**src/rtl/screen_feeder_pkg.sv**
```systemverilog
// Shared types and constants for the static-screen feeder.
package screen_feeder_pkg;

    localparam int unsigned ROM_DW  = 10;
    localparam int unsigned BYTE_W  = 8;
    localparam int unsigned PIX_W   = 16;
    localparam int unsigned DLY_BIT = 9;
    localparam int unsigned DC_BIT  = 8;

    typedef enum logic [2:0] {
        ST_IDLE   = 3'd0,
        ST_ROM_RD = 3'd1,
        ST_DELAY  = 3'd2,
        ST_SEND   = 3'd3,
        ST_WAIT   = 3'd4,
        ST_NEXT   = 3'd5,
        ST_PIX_RD = 3'd6
    } state_t;

    typedef enum logic [1:0] {
        PH_INIT   = 2'd0,
        PH_PIX_HI = 2'd1,
        PH_PIX_LO = 2'd2
    } phase_t;

    // Init ROM word: delay flag, dc, then command/data byte or delay units.
    typedef struct packed {
        logic              dly;
        logic              dc;
        logic [BYTE_W-1:0] val;
    } rom_word_t;

endpackage

```
**src/rtl/feeder_delay_timer.sv**
```systemverilog
// Loadable down-counter used for init-sequence delays; o_zero_c flags expiry.
module feeder_delay_timer #(
    parameter int unsigned CW = 24
) (
    input  logic          i_clk,
    input  logic          i_rst,
    input  logic          i_load,
    input  logic [CW-1:0] i_value,
    input  logic          i_dec,
    output logic          o_zero_c
);

    logic [CW-1:0] r_cnt;

    // Load has priority over decrement; the counter parks at zero.
    always_ff @(posedge i_clk) begin
        if (i_rst) begin
            r_cnt <= '0;
        end else if (i_load) begin
            r_cnt <= i_value;
        end else if (i_dec && (r_cnt != '0)) begin
            r_cnt <= r_cnt - CW'(1);
        end
    end

    assign o_zero_c = (r_cnt == '0);

endmodule

```
**src/rtl/screen_feeder.sv**
```systemverilog
// Sequencer feeding the SPI sender: init ROM walk, then one RGB565 frame as byte pairs.
// Build option: SCREEN_FEEDER_REFRESH_EN makes the frame repeat forever after one init.
module screen_feeder
    import screen_feeder_pkg::*;
#(
    parameter int unsigned INIT_LEN  = 32,
    parameter int unsigned ROM_AW    = 5,
    parameter int unsigned WIDTH     = 128,
    parameter int unsigned HEIGHT    = 160,
    parameter int unsigned PIX_AW    = 15,
    parameter int unsigned DELAY_CYC = 50000
) (
    input  logic              i_clk,
    input  logic              i_rst,
    input  logic              i_start,
    output logic              o_busy,
    output logic              o_frame_done,
    output logic [ROM_AW-1:0] o_rom_addr,
    input  logic [ROM_DW-1:0] i_rom_data,
    output logic [PIX_AW-1:0] o_pix_addr,
    input  logic [PIX_W-1:0]  i_pix_data,
    output logic [BYTE_W-1:0] o_spi_data,
    output logic              o_spi_dc,
    output logic              o_spi_init,
    input  logic              i_spi_done
);

    localparam int unsigned NPIX = WIDTH * HEIGHT;
    localparam int unsigned CW   = $clog2(255 * DELAY_CYC + 1);

    state_t             r_state,      w_state_nxt;
    phase_t             r_phase,      w_phase_nxt;
    logic [ROM_AW-1:0]  r_rom_addr,   w_rom_addr_nxt;
    logic [PIX_AW-1:0]  r_pix_addr,   w_pix_addr_nxt;
    logic [BYTE_W-1:0]  r_pix_lo,     w_pix_lo_nxt;
    logic [BYTE_W-1:0]  r_spi_data,   w_spi_data_nxt;
    logic               r_spi_dc,     w_spi_dc_nxt;
    logic               r_spi_init,   w_spi_init_nxt;
    logic               r_busy,       w_busy_nxt;
    logic               r_frame_done, w_frame_done_nxt;
    logic               r_armed,      w_armed_nxt;
    logic [1:0]         r_done_sync;

    logic               w_done_s;
    rom_word_t          w_rom;
    logic               w_tmr_load;
    logic               w_tmr_dec;
    logic [CW-1:0]      w_tmr_value;
    logic               w_tmr_zero;

    assign w_rom    = rom_word_t'(i_rom_data);
    assign w_done_s = r_done_sync[1];

    feeder_delay_timer #(
        .CW (CW)
    ) u_timer (
        .i_clk    (i_clk),
        .i_rst    (i_rst),
        .i_load   (w_tmr_load),
        .i_value  (w_tmr_value),
        .i_dec    (w_tmr_dec),
        .o_zero_c (w_tmr_zero)
    );

    // Bring the sender's done level into this clock domain.
    always_ff @(posedge i_clk) begin
        if (i_rst) begin
            r_done_sync <= 2'b00;
        end else begin
            r_done_sync <= {r_done_sync[0], i_spi_done};
        end
    end

    // State and registered outputs.
    always_ff @(posedge i_clk) begin
        if (i_rst) begin
            r_state      <= ST_IDLE;
            r_phase      <= PH_INIT;
            r_rom_addr   <= '0;
            r_pix_addr   <= '0;
            r_pix_lo     <= '0;
            r_spi_data   <= '0;
            r_spi_dc     <= 1'b0;
            r_spi_init   <= 1'b0;
            r_busy       <= 1'b0;
            r_frame_done <= 1'b0;
            r_armed      <= 1'b0;
        end else begin
            r_state      <= w_state_nxt;
            r_phase      <= w_phase_nxt;
            r_rom_addr   <= w_rom_addr_nxt;
            r_pix_addr   <= w_pix_addr_nxt;
            r_pix_lo     <= w_pix_lo_nxt;
            r_spi_data   <= w_spi_data_nxt;
            r_spi_dc     <= w_spi_dc_nxt;
            r_spi_init   <= w_spi_init_nxt;
            r_busy       <= w_busy_nxt;
            r_frame_done <= w_frame_done_nxt;
            r_armed      <= w_armed_nxt;
        end
    end

    // Next-state and next-output logic; r_armed records that done_s was seen
    // high after spi_init rose, so only a later 1->0 counts as acceptance.
    always_comb begin
        w_state_nxt      = r_state;
        w_phase_nxt      = r_phase;
        w_rom_addr_nxt   = r_rom_addr;
        w_pix_addr_nxt   = r_pix_addr;
        w_pix_lo_nxt     = r_pix_lo;
        w_spi_data_nxt   = r_spi_data;
        w_spi_dc_nxt     = r_spi_dc;
        w_spi_init_nxt   = r_spi_init;
        w_busy_nxt       = r_busy;
        w_frame_done_nxt = 1'b0;
        w_armed_nxt      = r_armed;
        w_tmr_load       = 1'b0;
        w_tmr_dec        = 1'b0;
        w_tmr_value      = '0;

        case (r_state)
            ST_IDLE: begin
                if (i_start) begin
                    w_state_nxt    = ST_ROM_RD;
                    w_phase_nxt    = PH_INIT;
                    w_rom_addr_nxt = '0;
                    w_busy_nxt     = 1'b1;
                end
            end
            ST_ROM_RD: begin
                if (w_rom.dly) begin
                    w_tmr_load  = 1'b1;
                    w_tmr_value = CW'(w_rom.val) * CW'(DELAY_CYC);
                    w_state_nxt = ST_DELAY;
                end else begin
                    w_spi_data_nxt = w_rom.val;
                    w_spi_dc_nxt   = w_rom.dc;
                    w_spi_init_nxt = 1'b1;
                    w_armed_nxt    = 1'b0;
                    w_state_nxt    = ST_SEND;
                end
            end
            ST_DELAY: begin
                if (w_tmr_zero) begin
                    w_state_nxt = ST_NEXT;
                end else begin
                    w_tmr_dec = 1'b1;
                end
            end
            ST_SEND: begin
                if (r_armed && !w_done_s) begin
                    w_spi_init_nxt = 1'b0;
                    w_state_nxt    = ST_WAIT;
                end else if (w_done_s) begin
                    w_armed_nxt = 1'b1;
                end
            end
            ST_WAIT: begin
                if (w_done_s) begin
                    w_state_nxt = ST_NEXT;
                end
            end
            ST_NEXT: begin
                case (r_phase)
                    PH_INIT: begin
                        if (r_rom_addr == ROM_AW'(INIT_LEN - 1)) begin
                            w_phase_nxt    = PH_PIX_HI;
                            w_pix_addr_nxt = '0;
                            w_state_nxt    = ST_PIX_RD;
                        end else begin
                            w_rom_addr_nxt = r_rom_addr + ROM_AW'(1);
                            w_state_nxt    = ST_ROM_RD;
                        end
                    end
                    PH_PIX_HI: begin
                        w_spi_data_nxt = r_pix_lo;
                        w_spi_dc_nxt   = 1'b1;
                        w_spi_init_nxt = 1'b1;
                        w_armed_nxt    = 1'b0;
                        w_phase_nxt    = PH_PIX_LO;
                        w_state_nxt    = ST_SEND;
                    end
                    default: begin
                        if (r_pix_addr == PIX_AW'(NPIX - 1)) begin
                            w_frame_done_nxt = 1'b1;
`ifdef SCREEN_FEEDER_REFRESH_EN
                            w_pix_addr_nxt   = '0;
                            w_phase_nxt      = PH_PIX_HI;
                            w_state_nxt      = ST_PIX_RD;
`else
                            w_busy_nxt       = 1'b0;
                            w_state_nxt      = ST_IDLE;
`endif
                        end else begin
                            w_pix_addr_nxt = r_pix_addr + PIX_AW'(1);
                            w_phase_nxt    = PH_PIX_HI;
                            w_state_nxt    = ST_PIX_RD;
                        end
                    end
                endcase
            end
            ST_PIX_RD: begin
                w_spi_data_nxt = i_pix_data[PIX_W-1:BYTE_W];
                w_pix_lo_nxt   = i_pix_data[BYTE_W-1:0];
                w_spi_dc_nxt   = 1'b1;
                w_spi_init_nxt = 1'b1;
                w_armed_nxt    = 1'b0;
                w_phase_nxt    = PH_PIX_HI;
                w_state_nxt    = ST_SEND;
            end
            default: begin
                w_state_nxt = ST_IDLE;
            end
        endcase
    end

    assign o_busy       = r_busy;
    assign o_frame_done = r_frame_done;
    assign o_rom_addr   = r_rom_addr;
    assign o_pix_addr   = r_pix_addr;
    assign o_spi_data   = r_spi_data;
    assign o_spi_dc     = r_spi_dc;
    assign o_spi_init   = r_spi_init;

endmodule
```
**config.mk**
```make
export PLATFORM = sky130hd
export DESIGN_NAME = screen_feeder
export DESIGN_NICKNAME = d
export VERILOG_FILES = /design/src/rtl/screen_feeder_pkg.sv /design/src/rtl/feeder_delay_timer.sv /design/src/rtl/screen_feeder.sv
export SDC_FILE = /design/constraint.sdc
export NUM_CORES = 1
export LEC_CHECK = 0
export CAP_MARGIN = 0
export CORE_ASPECT_RATIO = 1.5
export CORE_MARGIN = 2
export CORE_UTILIZATION = 50
export DETAILED_ROUTE_END_ITERATION = 16
export PLACE_DENSITY = 0.73
export SETUP_SLACK_MARGIN = 0.5
export SKIP_LAST_GASP = 1
export SYNTH_ARGS = -nofsm -noshare
export SYNTH_HDL_FRONTEND = slang
export SYNTH_SLANG_ARGS = --single-unit
```
**constraint.sdc**
```tcl
create_clock -name i_clk -period 3.7 [get_ports i_clk]
set_input_delay 0.74 -clock i_clk [delete_from_list [all_inputs] [get_ports i_clk]]
set_output_delay 0.74 -clock i_clk [all_outputs]
set_load 0.02 [all_outputs]
```
; Yosys cells after proc, flatten, opt, wreduce, memory -nomap -nowiden
; Cells that the tools add are included.
[classes]
n_mux = 48
eq_ne = 25
multipliers = 1
reduce_logical = 22
n_addsub = 3
bitwise = 2
[op_table]
columns = operator, count
row1 = 24-bit two-way mux, 4
row2 = 15-bit two-way mux, 2
row3 = 15-bit case mux with 2 select lines, 1
row4 = 24-bit zero test, 1
row5 = 2-bit inequality test (second input constant), 12
row6 = 8-bit case mux with 3 select lines, 1
row7 = 4-bit AND reduction, 6
row8 = 24-bit nonzero test, 1
row9 = 24-bit by 1-bit subtractor with 24-bit output (second input constant), 1
row10 = 3-bit case mux with 7 select lines, 1
row11 = 8-bit by 12-bit multiplier with 20-bit output (second input constant), 1
row12 = 3-bit two-way mux, 6
row13 = 1-bit two-way mux, 17
row14 = 8-bit two-way mux, 2
row15 = 15-bit by 1-bit adder with 15-bit output (second input constant), 1
row16 = 15-bit == test (second input constant), 1
row17 = 5-bit two-way mux, 3
row18 = 5-bit case mux with 2 select lines, 1
row19 = 3-bit == test (second input constant), 3
row20 = 1-bit case mux with 4 select lines, 2
row21 = 3-bit by 2-bit == test with 1-bit output (second input constant), 2
row22 = 2-bit two-way mux, 3
row23 = 2-bit case mux with 3 select lines, 1
row24 = 3-bit case mux with 2 select lines, 1
row25 = 22 further kinds, 27
[word_totals]
in_bits = 30
wordCells = 114
reg_bits = 72

; Logic depth before layout (Yosys ltp)
[depth]
word_depth = 6
ltp_mapped = 14
ltp_nobuf = 13

; By module
; Synthesis repeated with hierarchy kept, for this count alone.
[unflattened]
hier_cells = 640
area_unflattened_um2 = 5491.5
[modules_own_cells]
columns = module, area_per_inst_um2, cells_each, instances
row1 = screen_feeder, 3932.5, 460, 1
row2 = feeder_delay_timer, 1559.0, 180, 1

; Worst setup path after synthesis
; No wires, ideal clock.
[synth_path]
path_kind = input-to-reg
start = input i_rom_data[2]
end = register u_timer.r_cnt[20]
required_ps = 3605
arrival_time_ps = 3826
cell_stages = 13
slack_ps = -222
n_path_buf = 0
cell_sequence = ha_1 -> ha_1 -> inv_1 -> fa_1 -> inv_1 -> fa_1 -> ha_1 -> a21oi_1 -> nor2_1 -> o31ai_1 -> o22ai_1 -> xnor2_1 -> a221oi_1
[synth_via]
elab_chain_len = 4
[synth_lines]
columns = item, line_no
row1 = from (decl), screen_feeder.sv:19  ; input logic [ROM_DW-1:0] i_rom_data,
row2 = 8-bit by 12-bit multiplier with 20-bit output, screen_feeder.sv:133  ; w_tmr_value = CW'(w_rom.val) * CW'(DELAY_CYC);
row3 = 24-bit two-way mux, screen_feeder.sv:131  ; if (w_rom.dly) begin
row4 = 24-bit two-way mux, screen_feeder.sv:121  ; case (r_state)
row5 = 24-bit two-way mux, feeder_delay_timer.sv:19  ; end else if (i_load) begin
row6 = to (signal assigned), feeder_delay_timer.sv:20  ; r_cnt <= i_value;
row7 = to (signal assigned), feeder_delay_timer.sv:22  ; r_cnt <= r_cnt - CW'(1);
row8 = to (decl), feeder_delay_timer.sv:13  ; logic [CW-1:0] r_cnt;
; Every way passes these cells.
; A chain may end at the register's enable or synchronous reset.

; Final worst setup path
[layout_path]
start = input i_rom_data[6]
end = register u_timer.r_cnt[22]
; Same word-level chain as after synthesis.

==> reports/results.txt <==
Yosys cell types -> 62
Worst EP arrival -> 3.69 ns
initial core utilization -> 0.515
outcome -> completed
Syn Inst Count -> 587
hpwl dp -> 9910 um
multiplexer share of the synthesized area -> 0.00401
simple-gate area share of the yosys netlist -> 0.233
worst hold path type -> reg2reg
Worst-path clk slew -> 0.06 ns
Critical Path Source Type -> input port
Tmin final -> 3.47 ns
VDD IR max -> 538 uV
DRC -> 0
RSZ-0062 raised after global routing -> true
mapped cell area -> 4990 um^2
DR WL/cell -> 17.4 um
Hold Path End -> r_pix_lo[3]$_SDFFE_PP0P_
Leak -> 2.58 nW
sequential-to-total area share from yosys stat -> 0.289
Vias -> 4776
Core Rows -> 44
# IOs -> 62
TritonCTS clock tree -> done
asr flop ratio synth -> 0
Final ANT Viol Nets -> 0
Placeable Area -> 9690 um^2
TritonCTS Sinks -> 72
Setup CP Type -> in2reg
final hold viol count -> 0
Slew HR -> 0.522
htree depth -> 3
# setup viols final -> 0
FF-to-FF End -> o_pix_addr[11]$_SDFFE_PP0P_
Post-Syn Nets -> 686
Fill cells -> 740
fin nets -> 783
initial antenna violation count -> 0
hold_ws -> 0.454 ns
GRT Util Overall -> 0.254
final WL -> 14000 um
number of enable flip-flop cells after synthesis -> 0
Most used DFF post-synth -> dfxtp_1
# hold bufs at CTS -> 0
vias per inst -> 5.95
Die W -> 85.6 um
worst hold stages -> 2
min-delay src -> r_pix_lo[3]$_SDFFE_PP0P_
Crit. End Element -> register
CTS buffer count -> 9
Fin Setup TNS -> 0 ns
I/O Buffers -> 61
worst r2r src -> r_state[2]$_SDFFE_PP0P_
Final Max Slew Viols -> 0
Synth Area in Compound Gates -> 0.178
most frequent cells in the layout -> 72 x dfxtp_1, 69 x nor2_1, 55 x nand2_1
routability cong. -> 0.885
Worst Tran Pin Value -> 0.699 ns
fraction of layout cells with a size suffix above 1 -> 0.209
Die Y-Extent -> 126 um
Final Skew -> 0.00677 ns
CTS Root Cell -> clkbuf_16
CP max FO -> 4
fin crit share -> 0.938
Worst R2R Setup Slack -> 1.07 ns
PwrDens -> 672 nW/um^2
Mean Syn Cell Area -> 8.50 um^2
Clock Latency Late Sink -> 0.34 ns
Area Overhead vs Synth -> 36.1%
gr ovfl total -> 0
Yosys warning count -> 0
commonest non-fill, non-tap cell in the layout -> dfxtp_1
Synth Area in Adders -> 0.191
main combinational cell family by area after synthesis -> simple AND/OR/NAND/NOR gates
flip-flop and latch count after synthesis -> 72
maxcap violations -> 0
initial drt markers -> 191
Fmax -> 0.288 GHz
largest net degree at the start of global routing -> 47
wire length of the first global-routing pass -> 22400 um
vias in the first global route -> 4790
DR pass1 iterations -> 4
XOR/XNOR share of the synthesized area -> 0.0719
Worst EP required -> 3.92 ns
antenna cell count -> 0
die area -> 10800 um^2
Total Power -> 4.57 mW
Max Buffers Root-to-Sink -> 2
Reg2Reg Depth -> 6
-- worst max-delay path by stage --
stage	from	to	slack, ns
2_1_floorplan	i_rom_data[4]	u_timer.r_cnt[20]$_SDFFE_PP0P_	0.11
3_3_place_gp	i_rom_data[6]	u_timer.r_cnt[21]$_SDFFE_PP0P_	-0.63
3_5_place_dp	i_rom_data[6]	u_timer.r_cnt[21]$_SDFFE_PP0P_	-0.71
4_1_cts	i_rom_data[4]	u_timer.r_cnt[22]$_SDFFE_PP0P_	0.21
5_1_grt	i_rom_data[6]	u_timer.r_cnt[21]$_SDFFE_PP0P_	0.08
6_report	i_rom_data[6]	u_timer.r_cnt[22]$_SDFFE_PP0P_	0.23
-- power breakdown --
| group | leakage (nW) | switching (mW) | internal (mW) |
|---|---|---|---|
| Sequential | 0.585 | 0.189 | 0.938 |
| Combinational | 1.83 | 1.33 | 1.10 |
| Clock | 0.169 | 0.337 | 0.674 |
-- state kept, by name (all words and copies together), names as in the netlist --
register / cells
o_spi_data: 8
o_frame_done: 1
o_pix_addr: 15
r_armed: 1
r_pix_lo: 8
o_spi_init: 1
r_state: 3
o_spi_dc: 1
u_timer.r_cnt: 24
o_busy: 1
r_done_sync: 2
o_rom_addr: 5
r_phase: 2
-- synth_stat cells, types with 3 or more instances --
master | number | area (um^2)
inv_1 | 15 | 56.3
ha_1 | 57 | 713
and4_1 | 3 | 26.3
or2_2 | 4 | 25.0
xnor2_1 | 22 | 193
a31oi_1 | 5 | 31.3
o21ai_1 | 5 | 25.0
nor2_1 | 70 | 263
nor2b_1 | 8 | 50.1
xor2_1 | 19 | 166
nor4_2 | 3 | 37.5
nand3b_1 | 3 | 22.5
nand2_1 | 55 | 206
o21ai_0 | 12 | 60.1
nand2b_1 | 4 | 25.0
a21oi_1 | 34 | 170
or3_1 | 6 | 37.5
a311oi_1 | 11 | 96.3
fa_1 | 12 | 240
nand4_1 | 8 | 50.1
a211oi_1 | 16 | 120
dfxtp_1 | 72 | 1440
nor4_1 | 6 | 37.5
nor3_1 | 24 | 120
nor3b_1 | 4 | 30.0
o22ai_1 | 5 | 31.3
and3_1 | 3 | 18.8
o21a_1 | 4 | 30.0
nand3_1 | 16 | 80.1
a21o_1 | 4 | 30.0
or4_1 | 4 | 30.0
o31ai_1 | 3 | 22.5
a22oi_1 | 10 | 75.1
clkbuf_1 | 25 | 93.8
-- repair_timing --
action | 4_1_cts | 5_1_grt
endpoints found under the setup margin | 15 | 13
gates resized for setup | 60 | 42
setup buffers | 3 | 6
pin swaps | 22 | 30
-- cell families (layout without fill, tap and decap cells) --
kind of cell    Yosys count  in the layout
buf+inv                  43            144
flops                    72             72
xor+xnor                 41             41
fa+ha+maj                69             69
compound gates          129            129
mux                       2              2
simple gates            231            231
-- routing by layer --
layer	vias to the layer above	track usage	share of wire
li1	2328	-	-
met1	2301	0.280	0.39
met2	112	0.480	0.55
met3	35	0.0345	0.029
met4	0	0.0971	0.030
met5	-	0	0
-- layout make-up --
cell class,count,area [um^2],share of cell area
flip-flops and latches,72,1440,0.212
repair buffers,113,1030,0.151
multi-input cells,472,3770,0.555
inverters,16,67.6,0.00994
clock buffers,10,239,0.0352
clock inverters,5,104,0.0153
well taps,115,144,0.0212
-- through the flow --
stage / cells / setup slack (ns) / area [um^2] / utilization
floorplan: 587 / 0.111 / 5130 / -
global route: 803 / 0.0787 / 6800 / 0.701
CTS: 797 / 0.208 / 6560 / 0.677
detailed placement: 779 / -0.708 / 6090 / 0.629
finish: 803 / 0.230 / 6800 / 0.701
global placement: 779 / -0.629 / 6090 / 0.629
-- critical path: stages --
cell,delay [ns]
buf_12,0.10
inv_8,0.03
ha_4,0.25
inv_2,0.04
ha_4,0.26
fa_2,0.44
ha_1,0.31
ha_1,0.36
a211oi_2,0.31
o21a_1,0.24
o31a_1,0.22
o31ai_4,0.09
xnor2_1,0.20
a211oi_2,0.10
(Power assumes the default switching activity.)
